$ cat config.mk
export PLATFORM = sky130hd
export DESIGN_NAME = seq_shift_add_multiplier
export DESIGN_NICKNAME = d
export VERILOG_FILES = /design/src/rtl/seq_shift_add_multiplier.sv
export SDC_FILE = /design/constraint.sdc
export NUM_CORES = 1
export LEC_CHECK = 0
export BUFFER_PORTS_ARGS = -buffer_cell sky130_fd_sc_hd__clkbuf_2
export CORE_ASPECT_RATIO = 1.25
export CORE_MARGIN = 10
export CORE_UTILIZATION = 46
export DETAILED_ROUTE_END_ITERATION = 6
export GPL_TIMING_DRIVEN = 0
export HOLD_SLACK_MARGIN = 0.03
export PLACE_DENSITY = 0.67
export REMOVE_ABC_BUFFERS = 1
export SYNTH_ARGS = -nofsm -noshare
export SYNTH_HDL_FRONTEND = slang
export SYNTH_SLANG_ARGS = --single-unit
$ cat constraint.sdc
create_clock -name clk -period 2.15 [get_ports clk]
set_input_delay 0.1075 -clock clk [delete_from_list [all_inputs] [get_ports clk]]
set_output_delay 0.1075 -clock clk [all_outputs]
set_load 0.01 [all_outputs]
$ cat src/rtl/seq_shift_add_multiplier.sv
`default_nettype none
// +----------------------------------------------------------------------------+
// | seq_shift_add_multiplier: iterative radix-2 shift-and-add multiplier with    |
// | signed/unsigned mode, optional early exit and start/busy/done handshake.     |
// | Revision: 1.0                                                                |
// +----------------------------------------------------------------------------+
module seq_shift_add_multiplier #(
  parameter int WIDTH      = 8,
  parameter bit EARLY_EXIT = 1'b1
) (
  input  logic               clk,
  input  logic               rst,
  input  logic               start,
  input  logic               signed_mode,
  input  logic [WIDTH-1:0]   a_in,
  input  logic [WIDTH-1:0]   b_in,
  output logic [2*WIDTH-1:0] product,
  output logic               busy,
  output logic               done
);

  localparam int PW = 2 * WIDTH;
  localparam int CW = $clog2(WIDTH + 1);

  typedef enum logic [1:0] {
    ST_IDLE  = 2'd0,
    ST_CALC  = 2'd1,
    ST_FIXUP = 2'd2,
    ST_DONE  = 2'd3
  } state_t;

  state_t          state_q,   state_d;
  logic [PW-1:0]   mcand_q,   mcand_d;
  logic [WIDTH-1:0] mplier_q, mplier_d;
  logic [PW-1:0]   acc_q,     acc_d;
  logic [CW-1:0]   cnt_q,     cnt_d;
  logic            neg_q,     neg_d;
  logic [PW-1:0]   product_q, product_d;

  logic [WIDTH-1:0] a_mag;
  logic [WIDTH-1:0] b_mag;
  logic [WIDTH-1:0] mplier_shr;
  logic [CW-1:0]    cnt_dec;

  // Negating the most negative value wraps to 2^(WIDTH-1), which is exactly
  // the correct magnitude when read back as unsigned.
  always_comb begin
    a_mag = (signed_mode && a_in[WIDTH-1]) ? (~a_in + WIDTH'(1)) : a_in;
    b_mag = (signed_mode && b_in[WIDTH-1]) ? (~b_in + WIDTH'(1)) : b_in;
  end

  always_comb begin
    mplier_shr = mplier_q >> 1;
    cnt_dec    = cnt_q - CW'(1);
  end

  always_comb begin
    state_d   = state_q;
    mcand_d   = mcand_q;
    mplier_d  = mplier_q;
    acc_d     = acc_q;
    cnt_d     = cnt_q;
    neg_d     = neg_q;
    product_d = product_q;

    case (state_q)
      ST_IDLE: begin
        if (start) begin
          mcand_d  = {{WIDTH{1'b0}}, a_mag};
          mplier_d = b_mag;
          acc_d    = '0;
          neg_d    = signed_mode & (a_in[WIDTH-1] ^ b_in[WIDTH-1]);
          cnt_d    = CW'(WIDTH);
          state_d  = ST_CALC;
        end
      end

      ST_CALC: begin
        if (mplier_q[0]) begin
          acc_d = acc_q + mcand_q;
        end
        mcand_d  = mcand_q << 1;
        mplier_d = mplier_shr;
        cnt_d    = cnt_dec;
        if ((cnt_dec == '0) || (EARLY_EXIT && (mplier_shr == '0))) begin
          state_d = ST_FIXUP;
        end
      end

      ST_FIXUP: begin
        // A zero accumulator negates to zero, so no special case is needed.
        product_d = neg_q ? ('0 - acc_q) : acc_q;
        state_d   = ST_DONE;
      end

      ST_DONE: begin
        state_d = ST_IDLE;
      end

      default: begin
        state_d = ST_IDLE;
      end
    endcase
  end

  always_ff @(posedge clk) begin
    if (rst) begin
      state_q   <= ST_IDLE;
      mcand_q   <= '0;
      mplier_q  <= '0;
      acc_q     <= '0;
      cnt_q     <= '0;
      neg_q     <= 1'b0;
      product_q <= '0;
    end else begin
      state_q   <= state_d;
      mcand_q   <= mcand_d;
      mplier_q  <= mplier_d;
      acc_q     <= acc_d;
      cnt_q     <= cnt_d;
      neg_q     <= neg_d;
      product_q <= product_d;
    end
  end

  assign product = product_q;
  assign busy    = (state_q != ST_IDLE);
  assign done    = (state_q == ST_DONE);

endmodule
`default_nettype wire

==> run summary <==
status: completed
clock sinks: 63
n_diodes: 0
Avg Cell Area, Syn: 8.10 um^2
f_max: 0.477 GHz
post-route insts no fill: 601
vias in the first global route: 3282
Gate power share: 38.7%
DP Wirelength: 6300 um
Root Buffer: clkbuf_8
leading area contributor after synthesis: dfxtp_1
vias: 3372
DR DRC count: 0
R2R setup slack: 0.05 ns
CTS Buf Count: 9
I/O pin count: 38
largest net degree at the start of global routing: 62
final weighted congestion in routability-driven placement: 0.874
placed cell areas: 4010 um^2
fraction of the mapped netlist area in simple logic gates: 18.2%
cell with the most instances after synthesis: dfxtp_1
number of distinct library cells after synthesis: 55
CP max FO: 5
Area Growth Syn to Fin: 19.4%
Total Routing Usage GR: 14.5%
Async S/R FF share, synth: 0%
Inst Count DP: 575
Synth Register Bits: 63
Die Y: 121 um
Worst Setup EP: product[15]
slowest CP cell: or4_4
worst flop-to-flop path startpoint: acc_q[9]
largest family of logic cells by synthesized area: compound AO/OA/AOI/OAI gates
Max VDD drop: 0.498 mV
Synth Area in Compound Gates: 24.1%
synth top area cells: dfxtp_1 (33%), ha_1 (8.3%), xnor2_1 (5.8%), nor2_1 (5.8%), a21oi_1 (5.4%)
post-synthesis xor/xnor area fraction: 8.12%
Initial Utilization: 47.9%
mux cell area share after synthesis: 3.18%
first-pass GRT wire length: 14700 um
Overall Power: 4230 uW
WP data arrival: 2.28 ns
WP buf/inv: 0
Slew @ Worst Pin: 1.24 ns
Mapped Area: 3770 um^2
Top Family by Delay on Critical Path: simple AND/OR/NAND/NOR gates
core area: 7880 um^2
critical path depth: 6
Rows: 36
Reg-to-Reg End: product[15]
Ys Warns: 0
critical-path cell list: or3_4, or4_4, or3_4, a21oi_4, or4b_4, o311ai_1
crit path time final: 2.10 ns
critical path capture point type: flop
I/O Buffers: 37
cell area after layout: 4510 um^2
fin nets: 547
Final Hold Fails: 0
DIE AREA: 12300 um^2
R2R depth: 6
min-delay src: a_in[0]
total congestion overflow: 0
PD cells: 939 nW/um^2
Rel. slew slack: 17.6%
crit share post-route: 97.5%
P_leak: 0.00181 uW
Multi-input gate area: 2560 um^2
TritonRoute pass-1 iters: 4
worst clock skew: 0.0105 ns
P_int: 2630 uW
CP Class: reg2reg
Final Max Slew Viols: 0
Post-synth EDFFs: 0
Synth top area share: 33.4%
WP data required: 2.33 ns
endpoints failing setup: 0
slowest stage delay, CP: 0.49 ns
maximum clock path buffer count: 2
Iter 0 DRT Violations: 198
clk slew on worst S/H paths: 0.07 ns
die width: 101 um
adder and majority gate portion of the synthesized area: 8.82%
worst setup path startpoint: acc_q[9]
Gate Count Post-Synth: 466
Psw: 1600 uW
register area share after synthesis: 33.4%
DR WL/cell: 14.5 um
Max-Cap Viols: 0
unrepaired setup endpoints after global routing: yes
Clk pwr share: 25.4%
setup_tns: 0 ns
synth cell count leaders: dfxtp_1 (63), nor2_1 (58), nand2_1 (50)
layout cells sized above 1: 21.9%
clk_lat worst skew: 0.34 ns
ys flop type: dfxtp_1
most frequent cell on the critical path: or3_4
Filler cells: 693
antenna viol nets, final: 0
initial antenna violation count: 0
Worst setup SP type: flop
vias per cell: 5.61
final WL: 8730 um
switch share: 37.9%
H-tree depth: 3
CTS tree: done
FF/Latch Area: 1280 um^2
Hold Path Class: in2reg
sequential power share: 35.9%
-- sequential cells by signal (all words and copies together), names as in the netlist --
name / count
acc_q: 16
mcand_q: 16
product: 16
mplier_q: 8
cnt_q: 4
state_q: 2
neg_q: 1
-- worst min-delay path by stage --
| stage | endpoint | slack, ns | cells past startpoint |
|---|---|---|---|
| 2_1_floorplan | acc_q[2] | 0.18 | 1 |
| 3_3_place_gp | mcand_q[0] | 0.40 | 3 |
| 3_5_place_dp | mcand_q[0] | 0.42 | 3 |
| 4_1_cts | neg_q | 0.05 | 3 |
| 5_1_grt | neg_q | 0.07 | 3 |
| 6_report | mcand_q[0] | 0.07 | 3 |
-- logic make-up (layout without fill, tap and decap cells) --
logic type,count (synthesis),in the layout
AOI/OAI and AO/OA,138,138
xor gates and xnor gates,35,35
adders and majority gates,26,26
buffers and inverters,41,81
DFF,63,63
muxes,12,12
and+or+nand+nor,151,151
-- worst register-to-register path: stages (launching register included) --
cell	delay (ns)
dfxtp_2	0.35
or3_4	0.39
or4_4	0.49
or3_4	0.35
a21oi_4	0.13
or4b_4	0.14
o311ai_1	0.09
-- metrics by stage --
stage | hold slack (ns) | util, % | worst slack, ns
CTS | 0.0513 | 55.2 | 0.00138
finish | 0.0659 | 57.2 | 0.0542
global route | 0.0722 | 57.2 | -0.0329
floorplan | 0.177 | - | -0.400
global placement | 0.402 | 50.6 | -1.17
detailed placement | 0.421 | 50.8 | -1.26
-- layer usage --
layer  GRT usage (%)  share of wire (%)  up-vias
li1                -                  -     1753
met1            16.5                 44     1553
met2            25.1                 51       54
met3            3.48                4.0       12
met4            6.11                1.5        0
met5               0                  0        -
-- cell type report --
cell class / count / share of cell area [%]
Multi-Input combinational cell: 362 / 56.7
Sequential cell: 63 / 28.4
Timing Repair Buffer: 48 / 6.11
Clock buffer: 14 / 3.83
Tap cell: 95 / 2.64
Inverter: 17 / 1.42
Clock inverter: 2 / 0.833
-- power groups by stage --
stage	logic, uW	clock network [uW]	registers (uW)
global placement	1360	0	1530
global route	1840	1150	1550
finish	1640	1080	1520
floorplan	1000	0	1510
detailed placement	1460	0	1530
CTS	1550	1100	1510
-- repair_timing --
| action | in CTS | in global routing |
|---|---|---|
| gates cloned | 0 | 0 |
| resized for setup | 26 | 28 |
| endpoints found under the hold margin | 0 | 0 |
| setup endpoints to repair | 46 | 20 |
| pin swaps | 9 | 11 |
| buffers inserted | 4 | 6 |
| hold buffers | 0 | 0 |
-- layout by cell type, fill, tap and decap left out, types with 8 or more instances in the layout --
cell	synthesis	layout
nor2_1	58	56
xnor2_1	25	25
a22oi_1	15	15
mux2i_1	12	12
o21ai_0	19	19
a21oi_1	41	40
xor2_1	10	10
clkbuf_2	1	37
a22o_1	8	8
ha_1	25	18
dfxtp_1	63	53
inv_1	16	14
buf_4	0	10
clkbuf_8	0	12
nand2_1	50	50
a211oi_1	9	8
Note: power is estimated with default switching activity, not from simulation.
